`config.mk`:
```
export PLATFORM = sky130hd
export DESIGN_NAME = updown_mod_counter
export DESIGN_NICKNAME = d
export VERILOG_FILES = /design/src/rtl/updown_mod_counter.sv
export SDC_FILE = /design/constraint.sdc
export NUM_CORES = 1
export LEC_CHECK = 0
export CORE_MARGIN = 2
export CORE_UTILIZATION = 32
export CTS_BUF_LIST = sky130_fd_sc_hd__clkbuf_16
export CTS_CLUSTER_DIAMETER = 80
export DETAILED_ROUTE_END_ITERATION = 8
export HOLD_SLACK_MARGIN = 0.1
export PLACE_DENSITY_LB_ADDON = 0.15
export SLEW_MARGIN = 20
export SYNTH_ARGS = -nofsm -noshare
export SYNTH_HDL_FRONTEND = slang
export SYNTH_SLANG_ARGS = --single-unit
```
`constraint.sdc`:
```
create_clock -name Clock -period 2.03 [get_ports Clock]
set_clock_uncertainty 0.1 [all_clocks]
set_input_delay 0.609 -clock Clock [delete_from_list [all_inputs] [get_ports Clock]]
set_output_delay 0.609 -clock Clock [all_outputs]
set_load 0.02 [all_outputs]
```
`src/rtl/updown_mod_counter.sv`:
```
// updown_mod_counter: prescaled up/down modulo-M counter with load, wrap or saturate, Tick and TC strobes
module updown_mod_counter #(
    parameter int N   = 8,
    parameter int M   = 256,
    parameter int P   = 1,
    parameter int SAT = 0
) (
    input  logic         Clock,
    input  logic         Reset,
    input  logic         En,
    input  logic         Up,
    input  logic         Load,
    input  logic [N-1:0] D,
    output logic [N-1:0] Q,
    output logic         Tick,
    output logic         TC
);
    localparam int PW = (P > 1) ? $clog2(P) : 1;
    localparam logic [N-1:0] QMAX = N'(M - 1);
    localparam logic [PW-1:0] PMAX = PW'(P - 1);
    logic [PW-1:0] pcnt;
    logic          step;
    logic          at_top;
    logic          at_bot;
    logic [N-1:0]  q_up;
    logic [N-1:0]  q_dn;
    logic [N-1:0]  q_ld;
    always_comb begin
        step   = En && (pcnt == PMAX);
        at_top = (Q == QMAX);
        at_bot = (Q == '0);
        q_up   = at_top ? ((SAT != 0) ? Q : '0) : Q + N'(1);
        q_dn   = at_bot ? ((SAT != 0) ? Q : QMAX) : Q - N'(1);
        q_ld   = (D > QMAX) ? QMAX : D;
    end
    always_ff @(posedge Clock) begin
        if (Reset) begin
            Q    <= '0;
            pcnt <= '0;
            Tick <= 1'b0;
            TC   <= 1'b0;
        end else if (Load) begin
            Q    <= q_ld;
            pcnt <= '0;
            Tick <= 1'b0;
            TC   <= 1'b0;
        end else begin
            Q    <= step ? (Up ? q_up : q_dn) : Q;
            pcnt <= step ? '0 : (En ? pcnt + PW'(1) : pcnt);
            Tick <= step;
            TC   <= step && (Up ? at_top : at_bot);
        end
    end
endmodule

```
Yosys cells after proc, flatten, opt, wreduce, memory -nomap -nowiden:

Cells that the tools add are included.

* order comparisons: 1
* reductions and logical operators: 6
* equal/unequal tests: 1
* bitwise operators: 1
* add/subtract/negate cells: 3
* muxes and demuxes: 7

Operators by type and width (number)
* 8-bit 2-to-1 mux: 6
* 8-bit by 1-bit adder with 8-bit output, second input constant: 1
* 8-bit == test, second input constant: 1
* 8-bit greater-than comparator, second input constant: 1
* 8-bit logical NOT: 1
* 8-bit by 1-bit subtractor with 8-bit output, second input constant: 1
* 3-bit OR reduction: 1
* 1-bit logical AND: 2
* 2-bit nonzero test: 1
* 2-bit OR reduction: 1
* 1-bit adder, second input constant: 1
* 1-bit 2-to-1 mux: 1
* 1-bit inverter: 1

* logic and storage cells: 23
* bits in registers: 11
* input port bits: 13
* output and inout bits: 10

Longest topological paths before layout:

Gate-level depths: netlist of run 1.

* depth in word-level cells: 5
* gate-level depth with buffers: 6
* mapped depth without buffers: 6

Worst setup path after synthesis of run 1:

No wires, ideal clock.

* kind: input -> register
* start: input Up
* end: register Q[7]
* library setup time: 0.103 ns
* buffers on the path: 1
* stages: 5
* data arrival time: 1.697 ns
* path slack: 0.130 ns
* required time: 1.827 ns
* path through: buf_2 nand2_1 or3_1 o311a_1 a2111oi_2

* word-level cells in the longest chain between the ends: 3

RTL lines
* from (decl): line 11 `input logic Up,`
* 8-bit 2-to-1 mux (2 in a row): line 48 `Q <= step ? (Up ? q_up : q_dn) : Q;`
* 8-bit 2-to-1 mux: line 42 `end else if (Load) begin`
* to (signal assigned): line 43 `Q <= q_ld;`
* to (signal assigned): line 48
* to (decl): line 14 `output logic [N-1:0] Q,`

No other way between the ends. The select of a mux whose other input is x is not followed.
A chain may end at the register's enable or synchronous reset.

Final worst setup path of run 1:

* start: register Q[0]
* end: output Q[0]

No word-level cell between the ends.

==> flow_summary.ini, run 1 <==
[pwr]
power_switching_mw = 0.2641
p_clk_share_pct = 42.4
p_comb_share_pct = 29.9
p_per_area_nw_per_um2 = 675.8
seq_power_share_pct = 27.7
power.leakage_nw = 0.5508
p_sw_share_pct = 29.66
ir_worst_vdd_uv = 561.5
total_power_mw = 0.8904
intPower_mw = 0.6263

[flow_run]
drv_cap = 0

[clock_tree]
path_clk_slew_ns = 0.04
cts_buffers = 3
cts_tree = yes
cts_hold_buf = 0
clock-sinks = 11
htreeDepth = 1
clock_latency_ns = 0.25
clock-root-buffer = clkbuf_16
clk_path_buf_depth = 2

[logic_synthesis]
synth_top_area_cell = dfxtp_1
yosys_most_used_dff = dfxtp_1
synth.cell_area_um2 = 874.6
async_reset_ff_share_pct = 0
yosys_warnings = 0
synth_seq_cells = 11
syn_nets = 127
synth.distinct_cells = 46
ys_seq_area_share_pct = 25.18
syn_inst = 111
ys_top_cells_by_area = dfxtp_1 25%, a21oi_1 5.2%, ha_1 4.3%
synth.avg_cell_area_um2 = 7.879
synth_edf_count = 0
yosysTopAreaCellShare_pct = 25.18

[critical_path]
crit_family = buffers and inverters
startpoint_type = register
worstReg2RegEnd = Q[4]$_SDFFE_PP0P_
r2r_cells = 6
cpMaxStageDelayCell = clkdlybuf4s50_1
rrSetupSlack_ns = 0.23
worstPathCellList = clkdlybuf4s50_1
crit_buf_inv = 1
r2r-start = Q[0]$_SDFFE_PP0P_
endpoint_kind = output pin
worst_ep_arrival_time_ns = 1.27
cp.required_ns = 1.32
cp_max_fo = 4
crit_type = reg2out
max_stage_delay_ns = 0.63

[die]
start_util_pct = 34.37
die_y_um = 56.28
fp.dieArea_um2 = 3167
core-area_um2 = 2545
rows = 18
die_w_um = 56.28
ios = 23

[sta]
max_freq_mhz = 504.4
period_share_pct = 97.65
min_period_ns = 1.982
hold_viol = 0
rsz0062_at_grt = false
setup_viol = 0
finalMaxSlewViolations = 0
tightestPinTransition_ns = 0.3301
max-slew-margin-rel_pct = 77.68

[placed_design]
gp_congestion = 0.8591
portBuffers = 22
hpwl_um = 1983
place_inst = 174

[cells_and_area]
layout-drive-gt1-share_pct = 19.46
final_cells = 179
diodes = 0
synthToLayoutAreaGrowth_pct = 50.64
nFillCells = 262
final_cell_mix = 22 x buf_4, 20 x clkdlybuf4s50_1, 11 x dfxtp_1, 9 x inv_1, 9 x a21oi_1
layout_commonest_cell = buf_4
final_nets = 166

[routing]
drt.antenna.violating_nets = 0
viasPerCell = 5.369
wl_um = 2550
dr.pass1.iters = 4
drt_iter0_drc = 27
wl_per_cell_um = 14.25
drc = 0
via_count = 961

[status]
status = finished clean

[global_route]
grt_max_degree = 10
grt_pass1_vias = 946
gr-usage-all-layers_pct = 18.49
gr-total-overflow = 0
grt_pass1_wl_um = 4436
antenna_found_initial = 0

[min_path]
hold_depth = 1
whs_endpoint = pcnt$_SDFFE_PP0P_
hold_class = reg2reg
min-delay-start = pcnt$_SDFFE_PP0P_
==> power groups by stage <==
stage / logic (mW) / registers, mW / clock network [mW]
floorplan: 0.137 / 0.268 / 0
global placement: 0.266 / 0.251 / 0
detailed placement: 0.265 / 0.251 / 0
CTS: 0.266 / 0.247 / 0.381
global route: 0.293 / 0.249 / 0.390
finish: 0.266 / 0.247 / 0.377
==> cell type report <==
| cell class | count | area (um2) | area share [%] |
|---|---|---|---|
| clock buffer | 3 | 75.07 | 5.698 |
| clock inverter | 1 | 3.754 | 0.2849 |
| inverter | 9 | 33.78 | 2.564 |
| multi-input combinational | 81 | 560.5 | 42.55 |
| sequential | 11 | 220.2 | 16.71 |
| tap | 30 | 37.54 | 2.849 |
| timing repair buffer | 44 | 386.6 | 29.34 |
==> cells by family (layout without fill, tap and decap cells) <==
group | Yosys count | in the layout | synth area share [%]
AO/OA/AOI/OAI | 36 | 36 | 30.33
flip-flops | 11 | 11 | 25.18
XOR/XNOR | 5 | 5 | 5.007
AND/OR/NAND/NOR | 37 | 37 | 24.47
buffers and inverters | 19 | 57 | 10.73
adder cells (fa/ha/maj) | 3 | 3 | 4.292
==> routing by layer <==
metal,vias up,global-route usage (%),routed length [um]
met3,7,6.221,150
met2,33,29.41,1168
li1,491,-,-
met1,430,22.13,1163
met5,-,0,0
met4,0,9.184,68
==> synth_stat cells (2+ instances only) <==
master and number:
a21oi_1 9, a31oi_1 3, and2_1 2, buf_2 3, buf_6 2, clkbuf_1 4
dfxtp_1 11, ha_1 3, inv_1 8, nand2_1 3, nand3_1 3, nor2_1 7
nor2b_1 3, nor3_1 6, nor3b_1 3, nor4b_1 2, o211ai_1 2, o21ai_0 3
o31a_1 2, o31ai_1 2, or3_1 2, xor2_1 4
==> what timing repair did <==
action | CTS | global route
buffers inserted | 1 | 0
gates resized for setup | 1 | 1
setup endpoints to repair | 1 | 1
pin swaps | 3 | 0
==> state kept, by name, summed over array words and instances (netlist names) <==
name / flops
Q: 8
TC: 1
Tick: 1
pcnt: 1
==> stage by stage <==
| stage | setup WS (ns) | util (%) | TNS, ns | instance area [um2] | hold WS, ns |
|---|---|---|---|---|---|
| 6_report | 0.04764 | 51.77 | 0 | 1318 | 0.4005 |
| 5_1_grt | 0.009357 | 51.77 | 0 | 1318 | 0.4210 |
| 4_1_cts | 0.04251 | 51.67 | 0 | 1315 | 0.4057 |
| 3_5_place_dp | -0.2690 | 48.33 | -1.104 | 1230 | 0.3991 |
| 3_3_place_gp | -0.2173 | 48.33 | -1.025 | 1230 | 0.3966 |
| 2_1_floorplan | 0.1299 | - | 0 | 874.6 | 0.3810 |
==> how the worst max path moves through the flow <==
stage                      startpoint                 to  depth (start not counted)
floorplan                          Up  Q[7]$_SDFFE_PP0P_                          5
global placement                   Up  Q[7]$_SDFFE_PP0P_                          5
detailed placement                 Up  Q[7]$_SDFFE_PP0P_                          5
CTS                 Q[0]$_SDFFE_PP0P_               Q[0]                          1
global route        Q[0]$_SDFFE_PP0P_               Q[0]                          1
finish              Q[0]$_SDFFE_PP0P_               Q[0]                          1
Note: power is estimated with default switching activity, not from simulation.
==> run 2: changes to the inputs <==
--- a/config.mk
+++ b/config.mk
@@ -5,6 +5,7 @@
 export SDC_FILE = /design/constraint.sdc
 export NUM_CORES = 1
 export LEC_CHECK = 0
+export ABC_AREA = 1
 export CORE_MARGIN = 2
 export CORE_UTILIZATION = 32
 export CTS_BUF_LIST = sky130_fd_sc_hd__clkbuf_16
==> run 2 against run 1 <==
Compared with the run above:
- area after synthesis rose by 19%
- via count rose by 11%
- design area rose by 7.7%
- clock power fell by 5%
- first-iteration DRC count rose by 48%
- routed wire length rose by 9.9%
- non-clock buffer count fell by 12
- critical path depth did not move
- largest cell class unchanged
- largest power group unchanged
- highest routed layer unchanged
==> flow_summary.ini, run 2 <==
[status]
status = finished clean

[logic_synthesis]
synth.avg_cell_area_um2 = 7.130
synth_most_common_cell = nand2_1
synth.distinct_cells = 32
syn_inst = 146
synth.cell_area_um2 = 1041
synth_common_cells = 34 x nand2_1, 17 x nand3_1, 15 x nor2_1
synth_edf_count = 0
ys_top_cells_by_area = dfxtp_1 21%, nand2_1 12%, nand3_1 8.2%
synth_seq_cells = 11
syn_nets = 162
async_reset_ff_share_pct = 0
yosysTopAreaCellShare_pct = 21.15
yosys_most_used_dff = dfxtp_1
yosys_warnings = 0
ys_seq_area_share_pct = 21.15
synth_top_area_cell = dfxtp_1

[routing]
wl_per_cell_um = 12.68
drt_iter0_drc = 40
highest_layer = met4
viasPerCell = 4.810
drt.antenna.violating_nets = 0
drc = 0
dr.pass1.iters = 4
met1_length_um = 1362
wl_um = 2803
dr_wl_met2_um = 1225
wl_met3_um = 182
via_count = 1063

[cells_and_area]
largest-register = Q
layout_commonest_cell = nand2_1
layout-drive-gt1-share_pct = 21.47
final_nets = 194
utilization_pct = 46.10
synthToLayoutAreaGrowth_pct = 36.30
nFillCells = 322
final_cell_mix = 34 x nand2_1, 20 x clkdlybuf4s50_1, 17 x nand3_1, 15 x nor2_1
diodes = 0
largest_register_ffs = 8

[global_route]
antenna_found_initial = 0
gr-total-overflow = 0
grt_pass1_wl_um = 4754
grt_max_degree = 11
grt_pass1_vias = 1077
gr-usage-all-layers_pct = 17.22

[clock_tree]
cts_buffers = 3
postCtsSetupRepairBufs = 0
path_clk_slew_ns = 0.04
clk_path_buf_depth = 2
htreeDepth = 1
clock_latency_ns = 0.24
clock-root-buffer = clkbuf_16
clock-sinks = 11
cts_tree = yes

[placed_design]
preCtsSetupSlack_ns = 0.05238
portBuffers = 22
hpwl_um = 2178
gp_congestion = 0.9164

[critical_path]
cpMaxStageDelayCell = clkdlybuf4s50_1
rrSetupSlack_ns = 0.36
crit_type = reg2out
endpoint_kind = output pin
max_stage_delay_ns = 0.61
startpoint_type = register
worst_ep_arrival_time_ns = 1.19
r2r_cells = 9
worstReg2RegEnd = Q[5]$_SDFFE_PP0P_
cp_max_fo = 2
worstPathCellList = clkdlybuf4s50_1
cp.required_ns = 1.32
r2r-start = Q[0]$_SDFFE_PP0P_
crit_family = buffers and inverters
crit_buf_inv = 1

[pwr]
total_power_mw = 0.9349
ir_worst_vdd_uv = 469.4
power.leakage_nw = 0.6312
p_per_area_nw_per_um2 = 658.9

[die]
core-area_um2 = 3078
ios = 23
start_util_pct = 33.82
rows = 20
fp.dieArea_um2 = 3725
die_w_um = 61.04
die_y_um = 61.04

[sta]
max-slew-margin-rel_pct = 81.95
period_share_pct = 93.46
finalMaxSlewViolations = 0
min_period_ns = 1.897
fin_tns_setup_ns = 0
rsz0062_at_grt = false
setup_slack_ns = 0.1327
max_freq_mhz = 527.1
hold_viol = 0
tightestPinTransition_ns = 0.2699
setup_viol = 0
whs_ns = 0.4033

[flow_run]
drv_cap = 0

[min_path]
whs_endpoint = pcnt$_SDFFE_PP0P_
hold_depth = 2
hold_class = reg2reg
min-delay-start = pcnt$_SDFFE_PP0P_
==> run 2: where the power goes <==
part	switching (mW)	internal, mW	leakage (nW)
combinational	0.191	0.140	0.498
clock	0.101	0.259	0.0423
sequential	0.0111	0.232	0.0907
total	0.303	0.632	0.631
==> run 2: repair_timing <==
| item | 4_1_cts | 5_1_grt |
|---|---|---|
| hold buffers | 0 | 0 |
| resized for setup | 0 | 2 |
| endpoints found under the setup margin | 0 | 2 |
==> run 2: worst max path at each step <==
stage                                  from                 to  slack, ns  cells after the start
after floorplan           Q[0]$_SDFFE_PP0P_  Q[5]$_SDFFE_PP0P_       0.48                      9
after global placement                 Load  Q[4]$_SDFFE_PP0P_       0.09                      6
after detailed placement               Load  Q[6]$_SDFFE_PP0P_       0.05                      6
after CTS                 Q[0]$_SDFFE_PP0P_               Q[0]       0.01                      1
after global routing      Q[2]$_SDFFE_PP0P_               Q[2]       0.09                      1
final                     Q[2]$_SDFFE_PP0P_               Q[2]       0.13                      1
==> run 2: layout make-up <==
| type | instances | area, um2 | share of cell area (%) |
|---|---|---|---|
| multi-input combinational | 113 | 678.2 | 47.80 |
| timing repair buffer | 32 | 300.3 | 21.16 |
| sequential | 11 | 220.2 | 15.52 |
| inverter | 17 | 86.33 | 6.085 |
| clock buffer | 3 | 75.07 | 5.291 |
| tap | 44 | 55.05 | 3.880 |
| clock inverter | 1 | 3.754 | 0.2646 |
==> run 2: per-stage QoR <==
| step | cell area (um2) | std cells |
|---|---|---|
| 2_1_floorplan | 1041 | 146 |
| 3_3_place_gp | 1335 | 217 |
| 3_5_place_dp | 1335 | 217 |
| 4_1_cts | 1414 | 221 |
| 5_1_grt | 1419 | 221 |
| 6_report | 1419 | 221 |
==> run 2: per-layer routing <==
metal	up-vias	global-route usage [%]
li1	541	-
met1	474	23.49
met2	44	25.23
met3	4	5.882
met4	0	6.211
met5	-	0
==> run 2: worst register-to-register path, stage by stage, from the launching register on <==
cell and delay, ns:
dfxtp_1 0.35, inv_2 0.14, ha_1 0.19, nor3b_4 0.27
nand2_1 0.12, nand3_1 0.10, nand2_1 0.06, nand3_1 0.10
nand2_1 0.07, a21oi_2 0.10
==> run 2: logic make-up (layout without fill, tap and decap cells) <==
group                    Yosys count  count (layout)  share of synthesized area (%)
AND/OR/NAND/NOR                   85              85                          43.87
AO/OA/AOI/OAI                     21              21                          14.30
buffers and inverters             22              53                          13.70
flip-flops                        11              11                          21.15
adder cells (fa/ha/maj)            3               3                          3.606
XOR/XNOR                           4               4                          3.366
